==> config.mk <==
export PLATFORM = sky130hd
export DESIGN_NAME = avalon_ram_arbiter
export DESIGN_NICKNAME = d
export VERILOG_FILES = /design/src/rtl/avalon_arb_pkg.sv /design/src/rtl/avalon_arb_grant.sv /design/src/rtl/avalon_ram_arbiter.sv
export SDC_FILE = /design/constraint.sdc
export NUM_CORES = 1
export LEC_CHECK = 0
export ABC_CLOCK_PERIOD_IN_PS = 4400
export BUFFER_PORTS_ARGS = -buffer_cell sky130_fd_sc_hd__buf_2
export CAP_MARGIN = 25
export CORE_AREA = 4 4 160 162
export DETAILED_ROUTE_END_ITERATION = 16
export DIE_AREA = 0 0 164 166
export SYNTH_ARGS = -nofsm -noshare
export SYNTH_HDL_FRONTEND = slang
export SYNTH_HIERARCHICAL = 1
export SYNTH_SLANG_ARGS = --single-unit
==> constraint.sdc <==
create_clock -name clk -period 4.4 [get_ports clk]
set_clock_uncertainty 0.2 [all_clocks]
set_input_delay 1.1 -clock clk [delete_from_list [all_inputs] [get_ports clk]]
set_output_delay 1.1 -clock clk [all_outputs]
set_load 0.1 [all_outputs]
==> src/rtl/avalon_arb_pkg.sv <==
// avalon_arb_pkg: master indices, arbiter FSM states and the ordered-pick helper
// shared by avalon_ram_arbiter and avalon_arb_grant.
package avalon_arb_pkg;
    localparam int NUM_MST = 3;
    localparam logic [1:0] MST_IBUS  = 2'd0;
    localparam logic [1:0] MST_DBUS  = 2'd1;
    localparam logic [1:0] MST_DEBUG = 2'd2;

    typedef enum logic {ARB_IDLE, ARB_BUSY} arb_state_t;

    // One-hot of the first eligible master in the order a, b, c.
    function automatic logic [NUM_MST-1:0] pick(input logic [NUM_MST-1:0] e, input logic [1:0] a,
                                                input logic [1:0] b, input logic [1:0] c);
        logic [NUM_MST-1:0] o;
        o = '0;
        if (e[a]) o[a] = 1'b1;
        else if (e[b]) o[b] = 1'b1;
        else if (e[c]) o[c] = 1'b1;
        return o;
    endfunction

    function automatic logic [1:0] idx_of(input logic [NUM_MST-1:0] g);
        return g[MST_IBUS] ? MST_IBUS : g[MST_DBUS] ? MST_DBUS : MST_DEBUG;
    endfunction
endpackage

==> src/rtl/avalon_arb_grant.sv <==
// avalon_arb_grant: combinational winner selection over unmasked requests.
// AVALON_ARB_ROUND_ROBIN_EN selects round-robin from ptr; otherwise fixed debug > dbus > ibus.
module avalon_arb_grant
    import avalon_arb_pkg::*;
(
    input  logic [NUM_MST-1:0] req,
    input  logic [NUM_MST-1:0] mask,
`ifdef AVALON_ARB_ROUND_ROBIN_EN
    input  logic [1:0]         ptr,
`endif
    output logic [NUM_MST-1:0] win
);
    logic [NUM_MST-1:0] elig;

    assign elig = req & ~mask;
`ifdef AVALON_ARB_ROUND_ROBIN_EN
    // ptr holds the last granted master; search starts right after it
    assign win = ptr == MST_IBUS ? pick(elig, MST_DBUS, MST_DEBUG, MST_IBUS) :
                 ptr == MST_DBUS ? pick(elig, MST_DEBUG, MST_IBUS, MST_DBUS) :
                                   pick(elig, MST_IBUS, MST_DBUS, MST_DEBUG);
`else
    assign win = pick(elig, MST_DEBUG, MST_DBUS, MST_IBUS);
`endif
endmodule

==> src/rtl/avalon_ram_arbiter.sv <==
// avalon_ram_arbiter: shares one Avalon-MM RAM port among ibus, dbus and debug masters.
// Define AVALON_ARB_ROUND_ROBIN_EN for round-robin arbitration instead of fixed priority.
module avalon_ram_arbiter #(
    parameter int AW = 32,
    parameter int DW = 32
) (
    input  logic            clk,
    input  logic            rst,
    input  logic            ibus_avn_read,
    input  logic            ibus_avn_write,
    input  logic [AW-1:0]   ibus_avn_address,
    input  logic [DW/8-1:0] ibus_avn_byte_enable,
    input  logic [DW-1:0]   ibus_avn_writedata,
    output logic [DW-1:0]   ibus_avn_readdata,
    output logic            ibus_avn_waitrequest,
    input  logic            dbus_avn_read,
    input  logic            dbus_avn_write,
    input  logic [AW-1:0]   dbus_avn_address,
    input  logic [DW/8-1:0] dbus_avn_byte_enable,
    input  logic [DW-1:0]   dbus_avn_writedata,
    output logic [DW-1:0]   dbus_avn_readdata,
    output logic            dbus_avn_waitrequest,
    input  logic            debug_avn_read,
    input  logic            debug_avn_write,
    input  logic [AW-1:0]   debug_avn_address,
    input  logic [DW/8-1:0] debug_avn_byte_enable,
    input  logic [DW-1:0]   debug_avn_writedata,
    output logic [DW-1:0]   debug_avn_readdata,
    output logic            debug_avn_waitrequest,
    output logic            ram_avn_read,
    output logic            ram_avn_write,
    output logic [AW-1:0]   ram_avn_address,
    output logic [DW/8-1:0] ram_avn_byte_enable,
    output logic [DW-1:0]   ram_avn_writedata,
    input  logic [DW-1:0]   ram_avn_readdata,
    input  logic            ram_avn_waitrequest
);
    import avalon_arb_pkg::*;

    arb_state_t         state, state_nxt;
    logic [NUM_MST-1:0] req, grant, win, mask;
    logic               done, abort, load;
`ifdef AVALON_ARB_ROUND_ROBIN_EN
    logic [1:0]         ptr;
`endif

    assign req   = {debug_avn_read | debug_avn_write, dbus_avn_read | dbus_avn_write,
                    ibus_avn_read | ibus_avn_write};
    assign done  = state == ARB_BUSY && !ram_avn_waitrequest;
    assign abort = state == ARB_BUSY && !(|(req & grant));
    // the finishing master is excluded so another master can take over without a gap
    assign mask  = state == ARB_BUSY ? grant : '0;
    assign load  = state == ARB_IDLE ? |req : done && !abort;

    avalon_arb_grant u_grant (
        .req  (req),
        .mask (mask),
`ifdef AVALON_ARB_ROUND_ROBIN_EN
        .ptr  (ptr),
`endif
        .win  (win)
    );

    always_ff @(posedge clk or posedge rst) begin
        if (rst) state <= ARB_IDLE;
        else state <= state_nxt;
    end

    always_comb begin
        state_nxt = state == ARB_IDLE ? (|req ? ARB_BUSY : ARB_IDLE) :
                    abort             ? ARB_IDLE :
                    done && !(|win)   ? ARB_IDLE : ARB_BUSY;
    end

    always_ff @(posedge clk or posedge rst) begin
        if (rst) grant <= '0;
        else if (abort) grant <= '0;
        else if (load) grant <= win;
    end

`ifdef AVALON_ARB_ROUND_ROBIN_EN
    always_ff @(posedge clk or posedge rst) begin
        if (rst) ptr <= MST_DEBUG;
        else if (load && |win) ptr <= idx_of(win);
    end
`endif

    // grant is zero outside BUSY, so the AND-OR mux also yields the idle zeros
    always_comb begin
        ram_avn_read          = |(grant & {debug_avn_read, dbus_avn_read, ibus_avn_read});
        ram_avn_write         = |(grant & {debug_avn_write, dbus_avn_write, ibus_avn_write});
        ram_avn_address       = ({AW{grant[MST_IBUS]}} & ibus_avn_address) |
                                ({AW{grant[MST_DBUS]}} & dbus_avn_address) |
                                ({AW{grant[MST_DEBUG]}} & debug_avn_address);
        ram_avn_byte_enable   = ({(DW/8){grant[MST_IBUS]}} & ibus_avn_byte_enable) |
                                ({(DW/8){grant[MST_DBUS]}} & dbus_avn_byte_enable) |
                                ({(DW/8){grant[MST_DEBUG]}} & debug_avn_byte_enable);
        ram_avn_writedata     = ({DW{grant[MST_IBUS]}} & ibus_avn_writedata) |
                                ({DW{grant[MST_DBUS]}} & dbus_avn_writedata) |
                                ({DW{grant[MST_DEBUG]}} & debug_avn_writedata);
        ibus_avn_waitrequest  = grant[MST_IBUS] ? ram_avn_waitrequest : 1'b1;
        dbus_avn_waitrequest  = grant[MST_DBUS] ? ram_avn_waitrequest : 1'b1;
        debug_avn_waitrequest = grant[MST_DEBUG] ? ram_avn_waitrequest : 1'b1;
    end

    assign ibus_avn_readdata  = ram_avn_readdata;
    assign dbus_avn_readdata  = ram_avn_readdata;
    assign debug_avn_readdata = ram_avn_readdata;
endmodule

==> summary by stage, run 1 <==
Final layout
The library cells used most frequently in the layout, excluding fill and tap cells, are sky130_fd_sc_hd__buf_2 (285), sky130_fd_sc_hd__inv_1 (71), sky130_fd_sc_hd__a222oi_1 (70). Fill cells in the final layout number 2853. The number of diodes added for antenna fixing is 0. Of the cells placed in the final design, the portion with a size suffix greater than 1 is 0.649. Across the whole layout, storage elements account for 104 um^2. The post-synthesis to final-layout area growth is 56.0%. Leaving out fill and tap cells, the most frequent cell in the layout is sky130_fd_sc_hd__buf_2. Summing all multi-input logic gate instances after layout gives 862 um^2. For this run, the post-layout net count is 708.

Min path
The worst hold endpoint is state$_DFF_PP0_. The number of instances on the worst hold path is 1. The min-delay analysis places its worst path in the category reg2reg. In this run the most critical hold path is launched from state$_DFF_PP0_.

Critical path
The maximum fanout count along the critical path is 44. STA puts the critical path data arrival time at 2310 ps. The dominant delay contributor by cell family on the critical path is buffers and inverters. In this run the critical register-to-register path is captured at grant[0]$_DFFE_PP0P_. The type of the setup path with the least slack is reg2out. Traced cell by cell, the critical path runs through buf_4 > a222oi_1 > inv_1 > buf_2. The count of buffer and inverter cells on the critical path is 3. For the worst setup path, the data required time is 3100 ps.

The kind of start point of the critical path is a register. For this design, the slowest cell found on the critical path is sky130_fd_sc_hd__dfrtp_2. The origin of the critical flop-to-flop path is grant[2]$_DFFE_PP0P_. The delay of the slowest critical-path stage is 880 ps. The setup slack of the worst register-to-register path is 2130 ps. The endpoint type of the worst setup path is an output pin. The path depth of the worst reg2reg path is 5.

Global route
The number of global-route vias before repair is 2923. The number of antenna violations at the first check in global routing is 5. The first global-routing pass estimated 15.6 mm of wire. The global-route usage over all layers is 0.0719. The overall overflow remaining after global route is 0.

Entering global routing, the biggest net connects 55 pins.

STA
The count of final max-slew check failures is 0. For the pin with the worst max-slew slack, the measured transition is 856 ps. The maximum clock frequency is 277 MHz. Dividing the final minimum period by the clock period gives 0.821. The final critical-path required period is 3610 ps. Setup violations remaining at the end of the flow were counted as 0. After routing, the total negative slack on setup checks comes to 0 ps. The count of final hold-check violations was 0. The relative max-transition margin is 0.430. Setup repair after global routing left no endpoint under its margin.

Synthesis
The synthesized design contains 4 register bits. The mapped cell area is 2050 um^2. Summed over all instances, the cell type with the most area after synthesis is sky130_fd_sc_hd__buf_4. The number of nets in the synthesized netlist is 533.

The portion of the post-synthesis area used by sequential elements is 0.0487. After synthesis, the netlist uses 19 different library cells. The area fraction of the dominant cell type after synthesis is 0.351.

The synthesis warning total is 6. The cell count after synthesis is 288. The synthesized area per cell is 7.13 um^2. Ranked by total cell area, the synthesized netlist is headed by sky130_fd_sc_hd__buf_4 (35%), sky130_fd_sc_hd__a222oi_1 (34%), sky130_fd_sc_hd__inv_1 (13%).

Route
The vias after detailed routing is 2899. The total wire length is 11.2 mm. The starting DRC count in detailed routing is 390. The total iterations of the first detailed-routing run is 8. The ratio of routed vias to standard cells is 3.69. The detail route stage leaves a number of antenna-violating nets equal to 0. For this run, design rule violations remaining after detail routing come to 0. The post-detailed-route wirelength per cell is 14.2 um.

Die
The floorplan die width is 164 um. The die covers 27200 um^2. The core area is 24100 um^2.

The die span in y is 166 um. The initialized floorplan defines 57 standard-cell rows. The count of boundary I/O pins is 414.

The initial utilization of the core area, before any placement, comes to 0.0852.

CTS
After clock tree synthesis, the repair step resized 0 gates. The clock buffer count from CTS is 3. For this design, the sink count on the clock tree is 4.

The clock latency on the worst-skew pair is 230 ps. In this run the deepest clock path goes through 2 buffers. The number of buffers inserted for hold repair after clock tree synthesis is 0.

The root buffer selected by CTS is sky130_fd_sc_hd__clkbuf_16. CTS built an H-tree with a depth of 1. The clock tree from TritonCTS is yes.

Clock-pin slew was measured on the worst setup and hold paths at 30 ps. The number of buffers inserted to repair setup after CTS is 0.

Place
The HPWL after detailed placement is 9.44 mm. The count of buffers from port buffering is 285. The weighted congestion at the end of routability-driven global placement is 0.784.

Flow run
Max-cap violations in this run came to 0.

Outcome
The flow ran to the end, and the final reports show no timing, DRC or antenna violations.
-- worst reg2reg max path: cells and delay by family, from the launching register on --
family	cells	cell delay, ps
flip-flops	1	570
buffers and inverters	1	250
AO/OA/AOI/OAI	3	990
AND/OR/NAND/NOR	1	140
-- cell usage after synthesis --
master                     count
sky130_fd_sc_hd__a22o_1        3
sky130_fd_sc_hd__or2_2         3
sky130_fd_sc_hd__clkbuf_1     18
sky130_fd_sc_hd__a21o_1        1
sky130_fd_sc_hd__nor4_1        1
sky130_fd_sc_hd__nand2b_1      3
sky130_fd_sc_hd__and2_1        3
sky130_fd_sc_hd__nor4b_2       1
sky130_fd_sc_hd__buf_4        96
sky130_fd_sc_hd__inv_1        71
sky130_fd_sc_hd__nor2b_1       3
sky130_fd_sc_hd__a31o_1        1
sky130_fd_sc_hd__nand2_1       1
sky130_fd_sc_hd__buf_1         4
sky130_fd_sc_hd__a222oi_1     70
sky130_fd_sc_hd__o41ai_1       1
sky130_fd_sc_hd__dfrtp_1       4
sky130_fd_sc_hd__buf_6         2
sky130_fd_sc_hd__a21oi_1       2
-- per-stage QoR --
| step | std cells | util | cell area [um^2] | hold WS, ps | worst slack [ps] |
|---|---|---|---|---|---|
| CTS | 785 | 0.132 | 3190 | 348 | 757 |
| global placement | 781 | 0.129 | 3110 | 341 | 954 |
| finish | 786 | 0.133 | 3210 | 346 | 785 |
| global route | 786 | 0.133 | 3210 | 376 | 644 |
| floorplan | 288 | - | 2050 | 300 | 1110 |
| detailed placement | 781 | 0.129 | 3110 | 346 | 964 |
-- cells by family (layout without fill, tap and decap cells) --
kind of cell    Yosys count  in the layout  share of synthesized area
buf+inv                 191            365                      0.532
compound gates           78             78                      0.371
simple gates             15             15                     0.0487
flops                     4              4                     0.0487
-- per-layer routing --
layer / routed length [um] / GRT usage
met1: 3560 / 0.0711
met2: 5540 / 0.132
met3: 1400 / 0.0206
met4: 622 / 0.0419
met5: 45 / 0
-- how the worst max path moves through the flow --
| stage | startpoint | to | slack [ps] | cells after the start |
|---|---|---|---|---|
| final | grant[0]$_DFFE_PP0P_ | ram_avn_writedata[18] | 790 | 4 |
| after global routing | grant[0]$_DFFE_PP0P_ | ram_avn_writedata[18] | 640 | 4 |
| after CTS | grant[0]$_DFFE_PP0P_ | ram_avn_writedata[18] | 760 | 4 |
| after detailed placement | ibus_avn_writedata[18] | ram_avn_writedata[18] | 960 | 4 |
| after global placement | ibus_avn_writedata[18] | ram_avn_writedata[18] | 950 | 4 |
| after floorplan | ibus_avn_read | ram_avn_read | 1110 | 2 |
-- flip-flops by register name, indices dropped and copies added (netlist names) --
register,cells
grant,3
state,1
-- final cells by class --
cell class,instances,share of cell area
Timing Repair Buffer,290,0.464
Multi-Input combinational cell,93,0.269
Tap cell,324,0.126
Inverter,71,0.0831
Sequential cell,4,0.0324
Clock buffer,4,0.0246
Power of run 1 is left out: the tool's default activity adds up to more than one toggle a clock period on the data nets, which glitch-free logic cannot reach.
==> run 2, diff against run 1 <==
--- a/config.mk
+++ b/config.mk
@@ -5,12 +5,13 @@
 export SDC_FILE = /design/constraint.sdc
 export NUM_CORES = 1
 export LEC_CHECK = 0
-export ABC_CLOCK_PERIOD_IN_PS = 4400
+export ABC_AREA = 1
+export ABC_CLOCK_PERIOD_IN_PS = 3090
 export BUFFER_PORTS_ARGS = -buffer_cell sky130_fd_sc_hd__buf_2
 export CAP_MARGIN = 25
-export CORE_AREA = 4 4 160 162
+export CORE_AREA = 4 4 158 160
 export DETAILED_ROUTE_END_ITERATION = 16
-export DIE_AREA = 0 0 164 166
+export DIE_AREA = 0 0 162 164
 export SYNTH_ARGS = -nofsm -noshare
 export SYNTH_HDL_FRONTEND = slang
 export SYNTH_HIERARCHICAL = 1
==> constraint.sdc (replaced) <==
create_clock -name clk -period 3.09 [get_ports clk]
set_clock_uncertainty 0.2 [all_clocks]
set_input_delay 0.7725 -clock clk [delete_from_list [all_inputs] [get_ports clk]]
set_output_delay 0.7725 -clock clk [all_outputs]
set_load 0.1 [all_outputs]
==> run 2 against run 1 <==
Synthesized cell count up 59%; critical path depth unchanged; flip-flop and latch count unchanged; worst setup slack worse by 620 ps; critical endpoint is now ram_avn_writedata[29]; non-clock buffer count unchanged.
==> summary by stage, run 2 <==
Die
The die covers 26600 um^2. From bottom edge to top edge, the die measures 164 um. The count of boundary I/O pins is 414. After floorplanning, the core was divided into 56 placement rows. In this run the standard cell core region covers 23400 um^2. For this configuration, the core starts out at a cell density of 0.102.

The floorplan die width is 162 um.

Final layout
The layout filler cell count is 2773. The commonest non-fill, non-tap cell in the layout is sky130_fd_sc_hd__buf_2. The final instance count without filler cells is 953.

The largest registers in the layout are grant (3), state (1). The final layout contains 879 nets. Relative to the synthesized area, the layout overhead comes to 46.9%. In the layout the commonest cells are sky130_fd_sc_hd__buf_2 (284), sky130_fd_sc_hd__nand2_1 (224), sky130_fd_sc_hd__nand3_1 (72). The fraction of layout instances using a drive strength above 1 is 0.490. The register with the most flip-flops in the layout has 3 of them. Ranked by flip-flop count, first place goes to grant.

Power and ir drop
The worst-case IR drop observed on VDD is 0.000521 V. The static leakage is 2.05 nW. Power spread over the standard cell area amounts to 1500 nW/um^2.

Critical path
On the worst path, the slowest cell contributes a delay of 780 ps. The data arrival time of the worst path is 1950 ps. Walking the worst path, the cells encountered are buf_12 > nand2_1 > nand3_1 > buf_2. The required time of the worst setup path is 2120 ps. The maximum fanout count along the critical path is 39. The worst setup path is launched from a register. The endpoint type of the worst setup path is an output pin. The largest individual stage delay along the critical path comes from the cell sky130_fd_sc_hd__dfrtp_2. The worst setup path is of the reg2out kind. In this run the register-to-register setup slack is 1030 ps.

Synthesis
The area fraction of the dominant cell type after synthesis is 0.353. Of all flip-flops after synthesis, the portion carrying an async set or reset was 1.00. The number of enable-type register cells in the synthesized netlist is 0.

Synthesis handed over a netlist of 459 instances. The netlist uses 17 different library cells. The share of the Yosys chip area taken by registers is 0.0421. After synthesis the netlist holds a flip-flop and latch count of 4. By area the synthesized netlist is led by sky130_fd_sc_hd__nand2_1 (35%), sky130_fd_sc_hd__buf_4 (30%), sky130_fd_sc_hd__nand3_1 (15%).

The mapped cell area is 2380 um^2. The most numerous cell in the Yosys netlist is sky130_fd_sc_hd__nand2_1. The most used flip-flop cell after synthesis is sky130_fd_sc_hd__dfrtp_1. In this run the mean area of a mapped cell was 5.18 um^2.

The synthesized design spends more area on one cell type than any other, namely sky130_fd_sc_hd__nand2_1. In the synthesized netlist, the cells that appear most often are sky130_fd_sc_hd__nand2_1 (224), sky130_fd_sc_hd__buf_4 (96), sky130_fd_sc_hd__nand3_1 (72). The number of nets in the synthesized netlist is 704. Yosys printed 6 warnings.

CTS
At the later pin of the worst-skew pair, clock insertion delay measures 230 ps. The H-tree level count is 1. The number of buffers inserted to repair setup after CTS is 0. Post-CTS repair changed the size of 0 cells. Clock tree synthesis selected as its root buffer the cell sky130_fd_sc_hd__clkbuf_16. After clock tree synthesis, the clock-pin slew on the worst setup and hold paths is 30 ps.

The number of buffers inserted for hold repair after clock tree synthesis is 0. The clock net in this run drives a total of 4 sinks. The maximum count of clock buffers along a single path is 2.

TritonCTS built the clock tree. The clock buffer count from CTS is 3.

Route
After detailed routing, the met2 layer carries 5.67 mm of wire. After detailed routing, the number of vias per cell comes to 3.53. The met1 routed wirelength after detailed routing is 4.20 mm.

The starting DRC count in detailed routing is 153. The highest metal layer carrying signal wires in the routed design is met4. In the final routed layout, each cell accounts on average for 12.4 um. The number of DRC violations after detailed routing is 0. Detailed routing inserted a total of 3367 vias. The total iterations of the first detailed-routing run is 7. The met3 wirelength from detailed routing is 1.37 mm. After detailed routing, the total wire length is 11.8 mm. The detail route stage leaves a number of antenna-violating nets equal to 0.

STA
The worst pin sits at a relative slew slack of 0.548. The count of final max-slew check failures is 0. The final critical-path required period is 2920 ps. The portion of the clock cycle consumed by the worst path in the final layout is 0.947. Setup total negative slack on the finished layout was measured at 0 ps. Setup repair after global routing left no endpoint under its margin. For the pin with the worst max-slew slack, the measured transition is 679 ps.

The count of final hold-check violations is 0. Derived from the worst setup path, the maximum achievable clock frequency is 342 MHz. The final-report setup violation count is 0.

Outcome
The run finished with clean final reports.

Min path
The tightest min-delay check is of the in2async type.

Global route
The number of global-route vias before repair is 3200. The global-route usage over all layers is 0.0768. The largest net degree at the start of global routing is 42.

The number of antenna violations at the first check in global routing is 3. The first global-routing pass estimated 16.3 mm of wire. The overall overflow remaining after global route is 0.

Place
The count of buffers from port buffering is 285. The congestion estimate from routability-driven global placement came to 0.782. The number of placed instances, taps included, is 948. Detailed placement finished with a half-perimeter wire length of 10.1 mm.

Flow run
The tool flagged a number of max-cap violations equal to 0.
## run 2: cell count changes in the layout (fill, tap and decap cells not counted), sizes merged, moves of 2 or more
cell	previous run	this run
a222oi	70	0
nand4	0	3
nand2	1	231
a22o	3	0
or2	3	0
a21boi	0	2
nor2	0	10
nor2b	3	0
nand3	0	73
nand2b	3	0
and2	3	0
inv	71	15
## run 2: kinds of logic (layout without fill, tap and decap cells)
logic type | Yosys count | count (layout) | synth area share
and+or+nand+nor | 317 | 317 | 0.565
buffers and inverters | 135 | 309 | 0.385
DFF | 4 | 4 | 0.0421
AOI/OAI and AO/OA | 3 | 3 | 0.00841
other | 0 | 1 | 0
## run 2: path summary, 6_finish.rpt
path | end | depth (start not counted) | from
max in group asynchronous | grant[0]$_DFFE_PP0P_ | 2 | rst
min in group clk | state$_DFF_PP0_ | 2 | state$_DFF_PP0_
min reg2reg | state$_DFF_PP0_ | 2 | state$_DFF_PP0_
min | grant[2]$_DFFE_PP0P_ | 2 | rst
max reg2reg | grant[0]$_DFFE_PP0P_ | 10 | grant[1]$_DFFE_PP0P_
max | ram_avn_writedata[29] | 4 | grant[1]$_DFFE_PP0P_
## run 2: critical path: cells and delay by family, from the launching register on
family        cells  cell delay (ps)
buf+inv           2              730
simple gates      2              170
flops             1              780
## run 2: area by class of cell
type / count / area [um^2] / share of cell area
multi-input combinational: 320 / 1360 / 0.390
inverter: 15 / 56.3 / 0.0161
sequential: 4 / 104 / 0.0297
tap: 319 / 399 / 0.114
timing repair buffer: 290 / 1490 / 0.427
clock buffer: 4 / 78.8 / 0.0225
antenna: 1 / 2.50 / 0.000716
## run 2: through the flow
step           power (mW)  hold slack (ps)  worst slack, ps  area [um^2]   util
3_5_place_dp         5.06              468              326         3410  0.146
6_report             5.24              226              165         3500  0.149
4_1_cts              5.28              230             81.9         3490  0.149
2_1_floorplan        4.86              339              556         2380      -
3_3_place_gp         5.03              462              388         3410  0.146
5_1_grt              5.46              247             21.4         3500  0.149
## run 2: routing by layer
layer	GRT usage	up-vias
met4	0.0411	0
met3	0.0191	56
met5	0	-
met1	0.0815	1409
met2	0.140	228
li1	-	1674
## run 2: power breakdown
part	switching [mW]	internal [mW]
registers	0.0781	0.0764
clock network	0.0388	0.171
logic	4.16	0.717
total	4.27	0.964
Power figures use the tool's default switching activity.
